File: config.mk
export PLATFORM = sky130hd
export DESIGN_NAME = mux4_reg_flat
export DESIGN_NICKNAME = d
export VERILOG_FILES = /design/src/rtl/mux4_reg_pkg.sv /design/src/rtl/mux4_reg_if.sv /design/src/rtl/mux4_reg.sv /design/src/flat_wrapper.sv
export SDC_FILE = /design/constraint.sdc
export NUM_CORES = 1
export LEC_CHECK = 0
export ABC_AREA = 1
export CORE_AREA = 2 2 39 41
export DETAILED_ROUTE_END_ITERATION = 7
export DIE_AREA = 0 0 41 43
export DONT_BUFFER_PORTS = 1
export PLACE_DENSITY_LB_ADDON = 0.2
export SETUP_SLACK_MARGIN = 0.15
export SYNTH_ARGS = -nofsm -noshare
export SYNTH_HDL_FRONTEND = slang
export SYNTH_SLANG_ARGS = --single-unit
File: constraint.sdc
create_clock -name clk -period 1.5 [get_ports clk]
set_input_delay 0.45 -clock clk [delete_from_list [all_inputs] [get_ports clk]]
set_output_delay 0.45 -clock clk [all_outputs]
set_load 0.01 [all_outputs]
File: src/rtl/mux4_reg_pkg.sv
// mux4_reg_pkg: shared datapath select encodings and default data width
package mux4_reg_pkg;
  localparam int DATA_W = 8;
  typedef enum logic [1:0] {
    SEL_ALU = 2'd0,
    SEL_B   = 2'd1,
    SEL_C   = 2'd2,
    SEL_D   = 2'd3
  } sel_e;
endpackage

File: src/rtl/mux4_reg_if.sv
// mux4_reg_if: source buses, select code and selected output of the A-path selector
interface mux4_reg_if
  import mux4_reg_pkg::*;
#(
  parameter int WIDTH = DATA_W
);
  logic [WIDTH-1:0] alu_out;
  logic [WIDTH-1:0] Bin;
  logic [WIDTH-1:0] Cin;
  logic [WIDTH-1:0] Din;
  logic [1:0]       reg_sel4;
  logic [WIDTH-1:0] Aout;
  modport master (output alu_out, Bin, Cin, Din, reg_sel4, input Aout);
  modport slave  (input alu_out, Bin, Cin, Din, reg_sel4, output Aout);
endinterface

File: src/rtl/mux4_reg.sv
// mux4_reg: 4:1 source selector for the A register path, registered or combinational output
module mux4_reg
  import mux4_reg_pkg::*;
#(
  parameter int WIDTH      = DATA_W,
  parameter bit REGISTERED = 1'b1
) (
  input logic         clk,
  input logic         rst,
  mux4_reg_if.slave   bus
);
  logic [WIDTH-1:0] sel_d;
  // pick the source by select code; an unknown code yields X rather than a fallback source
  always_comb begin
    case (bus.reg_sel4)
      SEL_ALU: sel_d = bus.alu_out;
      SEL_B:   sel_d = bus.Bin;
      SEL_C:   sel_d = bus.Cin;
      SEL_D:   sel_d = bus.Din;
      default: sel_d = 'x;
    endcase
  end
  if (REGISTERED) begin : g_reg
    logic [WIDTH-1:0] q;
    // load the selected source every edge, reset forces zero
    always_ff @(posedge clk) q <= rst ? '0 : sel_d;
    assign bus.Aout = q;
  end else begin : g_comb
    assign bus.Aout = sel_d;
  end
endmodule

File: src/flat_wrapper.sv
// flat-port wrapper written by rule: the top's interface ports become plain ports
module mux4_reg_flat import mux4_reg_pkg::*;
#(
  parameter int WIDTH      = DATA_W,
  parameter bit REGISTERED = 1'b1
)
  (clk, rst, bus_alu_out, bus_Bin, bus_Cin, bus_Din, bus_reg_sel4, bus_Aout);
  mux4_reg_if #(.WIDTH(WIDTH)) bus_i ();
  input logic clk;
  input logic rst;
  input wire logic [$bits(bus_i.alu_out)-1:0] bus_alu_out;
  input wire logic [$bits(bus_i.Bin)-1:0] bus_Bin;
  input wire logic [$bits(bus_i.Cin)-1:0] bus_Cin;
  input wire logic [$bits(bus_i.Din)-1:0] bus_Din;
  input wire logic [$bits(bus_i.reg_sel4)-1:0] bus_reg_sel4;
  output wire logic [$bits(bus_i.Aout)-1:0] bus_Aout;
  assign bus_i.alu_out = bus_alu_out;
  assign bus_i.Bin = bus_Bin;
  assign bus_i.Cin = bus_Cin;
  assign bus_i.Din = bus_Din;
  assign bus_i.reg_sel4 = bus_reg_sel4;
  assign bus_Aout = bus_i.Aout;
  mux4_reg #(.WIDTH(WIDTH), .REGISTERED(REGISTERED)) u_core (.clk(clk), .rst(rst), .bus(bus_i));
endmodule
==> results of run 1 <==
[cell families (layout without fill, tap and decap cells)]
kind of cell           Yosys count  in the layout  share of synthesized area (%)
buffers and inverters            7              6                           8.67
flip-flops                       8              8                           32.7
AO/OA/AOI/OAI                    8              8                           8.16
AND/OR/NAND/NOR                 57             57                           50.5
[synthesized netlist by cell type, drive strengths merged]
cell	n
nand2	20
nand3	21
nor2	16
dfxtp	8
inv	3
buf	4
o21ai	8
[through the flow]
stage	instance area, um^2	util, %	cells	hold WS [ns]	worst slack (ns)
2_1_floorplan	490	-	80	0.611	0.329
4_1_cts	504	36.4	95	0.361	0.431
3_3_place_gp	482	34.8	92	0.623	0.484
5_1_grt	504	36.4	95	0.370	0.408
3_5_place_dp	482	34.8	92	0.624	0.450
6_report	504	36.4	95	0.364	0.441
[final cells by class]
type,count,share of cell area (%)
clock buffers,3,4.47
well taps,16,3.97
flip-flops and latches,8,31.8
multi-input cells,65,57.1
inverters,3,2.73
[where the power goes]
part	switching, mW	internal, mW
clock	0.0697	0.0913
combinational	0.0424	0.0285
sequential	0.0138	0.231
[routing by layer]
layer	track usage [%]	share of wire (%)
met5	0	0
met4	8.00	1.6
met3	4.19	13
met2	15.6	41
met1	22.0	44
[final timing paths]
kind,end,slack (ns),cells after the start
setup / recovery,bus_Aout[5],0.44,0
hold / removal,u_core.bus.Aout[5],0.36,2
==> impl_summary.log, run 1 <==
[metrics] Critical Path End Type: output pin
[metrics] biggest fanout along the worst timing path: 1
[metrics] leakage power total: between 0.2 and 0.3 nW
[metrics] max FFs per register: 8
[metrics] number of violations reported at the end of detailed-routing iteration 0: 10
[metrics] clock transition at the registers of the reported paths: roughly 0.050 ns
[metrics] time the worst path needs with I/O delays and setup: 1.06 ns
[metrics] Synth cell types: 12
[metrics] post-synthesis cell count: 80
[metrics] most common cell after layout, fill and taps aside: sky130_fd_sc_hd__nand3_1
[metrics] post-cts gate resize count: 0
[metrics] number of top-level design ports: 44
[metrics] Clock Path Buffers: 2
[metrics] power density over the cells: 944 mW/mm^2
[metrics] Data arrival, critical path: ~0.61 ns
[metrics] FMAX: between 900 and 1000 MHz
[metrics] Syn. warnings: 0
[metrics] area growth from synthesis to layout: 2.81%
[metrics] synthesized flop and latch total: 8
[metrics] TritonCTS clock tree: yes
[metrics] global-route wire length before repair: 1.73 mm
[metrics] die boundary width: 41 um
[metrics] CTS Hold Buffers Added: 0
[metrics] per-cell routed wire length: between 10 and 15 um
[metrics] Final Hold Vio Count: 0
[metrics] H-Tree Level Count: 1
[metrics] Filler Cells Inserted: between 150 and 200
[metrics] Setup Buffers After CTS: 0
[metrics] startpoint of the lowest-slack hold path: bus_alu_out[5]
[metrics] via count: a little under 500
[metrics] synthesized area divided by synthesized cell count: 6.13 um^2
[metrics] cells taking the most area after synthesis: sky130_fd_sc_hd__dfxtp_1, sky130_fd_sc_hd__nand3_1, sky130_fd_sc_hd__nand2_1
[metrics] Power Total: 476 uW
[metrics] setup TNS: 0 ns
[metrics] startpoint types: flop
[metrics] vias per std cell: 5.08
[metrics] Critical Path Source: u_core.bus.Aout[5]
[metrics] Reg area: ~160 um^2
[metrics] tightest slew margin relative to the limit: 87.7%
[metrics] area taken by multi-input logic gates: roughly 290 um^2
[metrics] Initial Util: a little over a third
[metrics] sequential element share of the synthesized area: between 30 and 40%
[metrics] top-area cell type share of the netlist area: between 30% and 40%
[metrics] TritonCTS sink count: 8
[metrics] actual slew at the worst max-slew pin: ~0.18 ns
[metrics] Final Max Tran Viols: 0
[metrics] fraction of layout cells with a size suffix above 1: under 10%
[metrics] worst hold path class: input pin to flop
[metrics] n_diodes: 0
[metrics] grt total ovfl: 0
[metrics] vias in the first global route: 401
[metrics] final setup violation count: 0
[metrics] classification of the worst setup path: flop to output pin
[metrics] commonest cells after routing, fill and taps aside: sky130_fd_sc_hd__nand3_1, sky130_fd_sc_hd__nand2_1, sky130_fd_sc_hd__nor2_1, sky130_fd_sc_hd__o21ai_1, sky130_fd_sc_hd__dfxtp_1
[metrics] # nets final: about 120
[metrics] worst endpoint required time: 1.05 ns
[metrics] IO buf count: 0
[metrics] DRC Markers: 0
[metrics] setup repair after global routing missed its margin: false
[metrics] net count after synthesis: 116
[metrics] standard-cell row count: 14
[metrics] outcome: complete, no violations
[metrics] core footprint: 0.00138 mm^2
[metrics] number of buffers created by CTS: 3
[metrics] pin count of the biggest net entering global routing: 18
[metrics] clk root buf: sky130_fd_sc_hd__clkbuf_4
[metrics] dominant cell type by area after synthesis: sky130_fd_sc_hd__dfxtp_1
[metrics] GRT Total Usage: between 10% and 20%
[metrics] Final Cycle Share: 70.6%
[metrics] Die Y-Extent: 43 um
[metrics] Total Routed Length: 1.14 mm
[metrics] post-detail-place hpwl: around 900 um
[metrics] maximum resistive drop on vdd: between 150 and 200 uV
[metrics] post-detailed-route count of antenna-violating nets: 0
[metrics] max-cap check violation count: 0
[metrics] total iterations of the first detailed-routing run: 4
[metrics] area of the die: 0.00176 mm^2
[metrics] initial antenna violation count: 0
[metrics] routability congestion estimate: about 0.65
[metrics] post-synth design cell area: roughly 490 um^2
(Power assumes the default switching activity.)
==> run 2, diff against run 1 <==
==> constraint.sdc (replaced) <==
create_clock -name clk -period 0.9 [get_ports clk]
set_input_delay 0.27 -clock clk [delete_from_list [all_inputs] [get_ports clk]]
set_output_delay 0.27 -clock clk [all_outputs]
set_load 0.01 [all_outputs]
==> impl_summary.log, run 2 (synthesis results as in run 1) <==
[metrics] outcome: complete, no violations (unchanged)
[metrics] startpoint types: flop (unchanged)
[metrics] Final Hold Vio Count: 0 (unchanged)
[metrics] routing usage on met1: 21.7% (was 22.0%)
[metrics] per-cell routed wire length: 12.6 um (was 11.9 um)
[metrics] global-route wire length before repair: 1.81 mm (was 1.73 mm)
[metrics] GRT Total Usage: 14.6% (was 13.9%)
[metrics] core footprint: 0.00138 mm^2 (unchanged)
[metrics] Die Y-Extent: 43 um (unchanged)
[metrics] Total Routed Length: 1.22 mm (was 1.14 mm)
[metrics] commonest cells after routing, fill and taps aside: sky130_fd_sc_hd__nand3_1, sky130_fd_sc_hd__nand2_1, sky130_fd_sc_hd__nor2_1, sky130_fd_sc_hd__o21ai_1, sky130_fd_sc_hd__dfxtp_2 (was sky130_fd_sc_hd__nand3_1, sky130_fd_sc_hd__nand2_1, sky130_fd_sc_hd__nor2_1, sky130_fd_sc_hd__o21ai_1, sky130_fd_sc_hd__dfxtp_1)
[metrics] post-detail-place hpwl: 966 um (was 895 um)
[metrics] max FFs per register: 8 (unchanged)
[metrics] IO buf count: 0 (unchanged)
[metrics] Data arrival, critical path: 0.59 ns (was 0.61 ns)
[metrics] actual slew at the worst max-slew pin: 0.178 ns (was 0.184 ns)
[metrics] worst endpoint required time: 0.63 ns (was 1.05 ns)
[metrics] worst hold path class: input pin to flop (unchanged)
[metrics] fraction of layout cells with a size suffix above 1: 19.8% (was 7.59%)
[metrics] worst hold slack across all endpoints: 0.156 ns (was 0.364 ns)
[metrics] total placed cells including tap cells: 94 (was 92)
[metrics] Clock Path Buffers: 2 (unchanged)
[metrics] vias per std cell: 5.09 (was 5.08)
[metrics] maximum resistive drop on vdd: 322 uV (was 192 uV)
[metrics] initial antenna violation count: 0 (unchanged)
[metrics] routability congestion estimate: 0.728 (was 0.652)
[metrics] H-Tree Level Count: 1 (unchanged)
[metrics] pin count of the biggest net entering global routing: 18 (unchanged)
[metrics] clk root buf: sky130_fd_sc_hd__clkbuf_4 (unchanged)
[metrics] die boundary width: 41 um (unchanged)
[metrics] most common cell after layout, fill and taps aside: sky130_fd_sc_hd__nand3_1 (unchanged)
[metrics] Initial Util: 35.4% (unchanged)
[metrics] power density over the cells: 1500 mW/mm^2 (was 944 mW/mm^2)
[metrics] setup repair after global routing missed its margin: true (was false)
[metrics] number of top-level design ports: 44 (unchanged)
[metrics] Critical Path End Type: output pin (unchanged)
[metrics] area taken by multi-input logic gates: 288 um^2 (unchanged)
[metrics] grt total ovfl: 0 (unchanged)
[metrics] max-cap check violation count: 0 (unchanged)
[metrics] DRC Markers: 0 (unchanged)
[metrics] n_diodes: 0 (unchanged)
[metrics] Cell Count, Final, Fillers Out: 97 (was 95)
[metrics] Final Max Tran Viols: 0 (unchanged)
[metrics] FMAX: 1160 MHz
[metrics] leakage power total: 0.275 nW (was 0.256 nW)
[metrics] TritonCTS clock tree: yes (unchanged)
[metrics] total iterations of the first detailed-routing run: 4 (unchanged)
[metrics] met3 usage: 2.09% (was 4.19%)
[metrics] number of buffers created by CTS: 3 (unchanged)
[metrics] CTS Hold Buffers Added: 0 (unchanged)
[metrics] # nets final: 119 (was 117)
[metrics] area of the die: 0.00176 mm^2 (unchanged)
[metrics] vias in the first global route: 425 (was 401)
[metrics] busiest layer in global routing: met1 (unchanged)
[metrics] classification of the worst setup path: flop to output pin (unchanged)
[metrics] number of violations reported at the end of detailed-routing iteration 0: 17 (was 10)
[metrics] Filler Cells Inserted: 152 (was 160)
[metrics] standard-cell row count: 14 (unchanged)
[metrics] tightest slew margin relative to the limit: 88.1% (was 87.7%)
[metrics] post-layout util: 39.5% (was 36.4%)
[metrics] met2 global-route usage: 20.3% (was 15.6%)
[metrics] biggest fanout along the worst timing path: 1 (unchanged)
[metrics] via count: 494 (was 483)
[metrics] Final Cycle Share: 95.5%
[metrics] post-detailed-route count of antenna-violating nets: 0 (unchanged)
[metrics] final setup violation count: 0 (unchanged)
[metrics] Reg area: 170 um^2 (was 160 um^2)
[metrics] area growth from synthesis to layout: 11.5% (was 2.81%)
[metrics] time the worst path needs with I/O delays and setup: 0.860 ns
[metrics] TritonCTS sink count: 8 (unchanged)
[metrics] clock transition at the registers of the reported paths: 0.06 ns (was 0.05 ns)
-- run 2: cell types whose count changed in the layout (fill, tap and decap cells not counted) --
cell and change:
sky130_fd_sc_hd__dfxtp_1 -8, sky130_fd_sc_hd__dfxtp_2 +8, sky130_fd_sc_hd__buf_4 +1, sky130_fd_sc_hd__buf_12 +1, sky130_fd_sc_hd__inv_8 +1, sky130_fd_sc_hd__inv_4 -1
-- run 2: path summary, 6_finish.rpt --
kind                           start                 end  slack, ns  cells after the start
hold / removal        bus_alu_out[0]  u_core.bus.Aout[0]       0.16                      2
setup / recovery  u_core.bus.Aout[0]         bus_Aout[0]       0.04                      0
-- run 2: metrics by stage --
step / cell area (um^2) / setup WS [ns] / TNS (ns) / total power [mW]
6_report: 547 / 0.0402 / 0 / 0.819
5_1_grt: 547 / 0.0156 / 0 / 0.859
4_1_cts: 547 / 0.0284 / 0 / 0.827
3_5_place_dp: 514 / 0.0667 / 0 / 0.551
3_3_place_gp: 514 / 0.0667 / 0 / 0.549
2_1_floorplan: 510 / -0.00730 / -0.0541 / 0.548
-- run 2: cell type report --
| type | instances | share of cell area, % |
|---|---|---|
| Tap cell | 16 | 3.66 |
| Inverter | 3 | 3.43 |
| Multi-Input combinational cell | 65 | 52.6 |
| Clock buffer | 3 | 4.12 |
| Sequential cell | 8 | 31.1 |
| Timing Repair Buffer | 2 | 5.03 |
-- run 2: power breakdown --
| group | switching [mW] | leakage [nW] | internal (mW) |
|---|---|---|---|
| sequential | 0.0234 | 0.0688 | 0.390 |
| clock | 0.119 | 0.0138 | 0.152 |
| combinational | 0.0742 | 0.193 | 0.0603 |
-- run 2: timing repair --
action	CTS	global route
setup buffers	0	0
endpoints found under the setup margin	8	8
resized for setup	8	0
-- run 2: metal layers --
layer	vias to the layer above	wire, um	part of all wire (%)
met5	-	0	0
met4	0	0	0
met3	0	136	11
met2	29	533	44
met1	198	552	45
li1	267	-	-
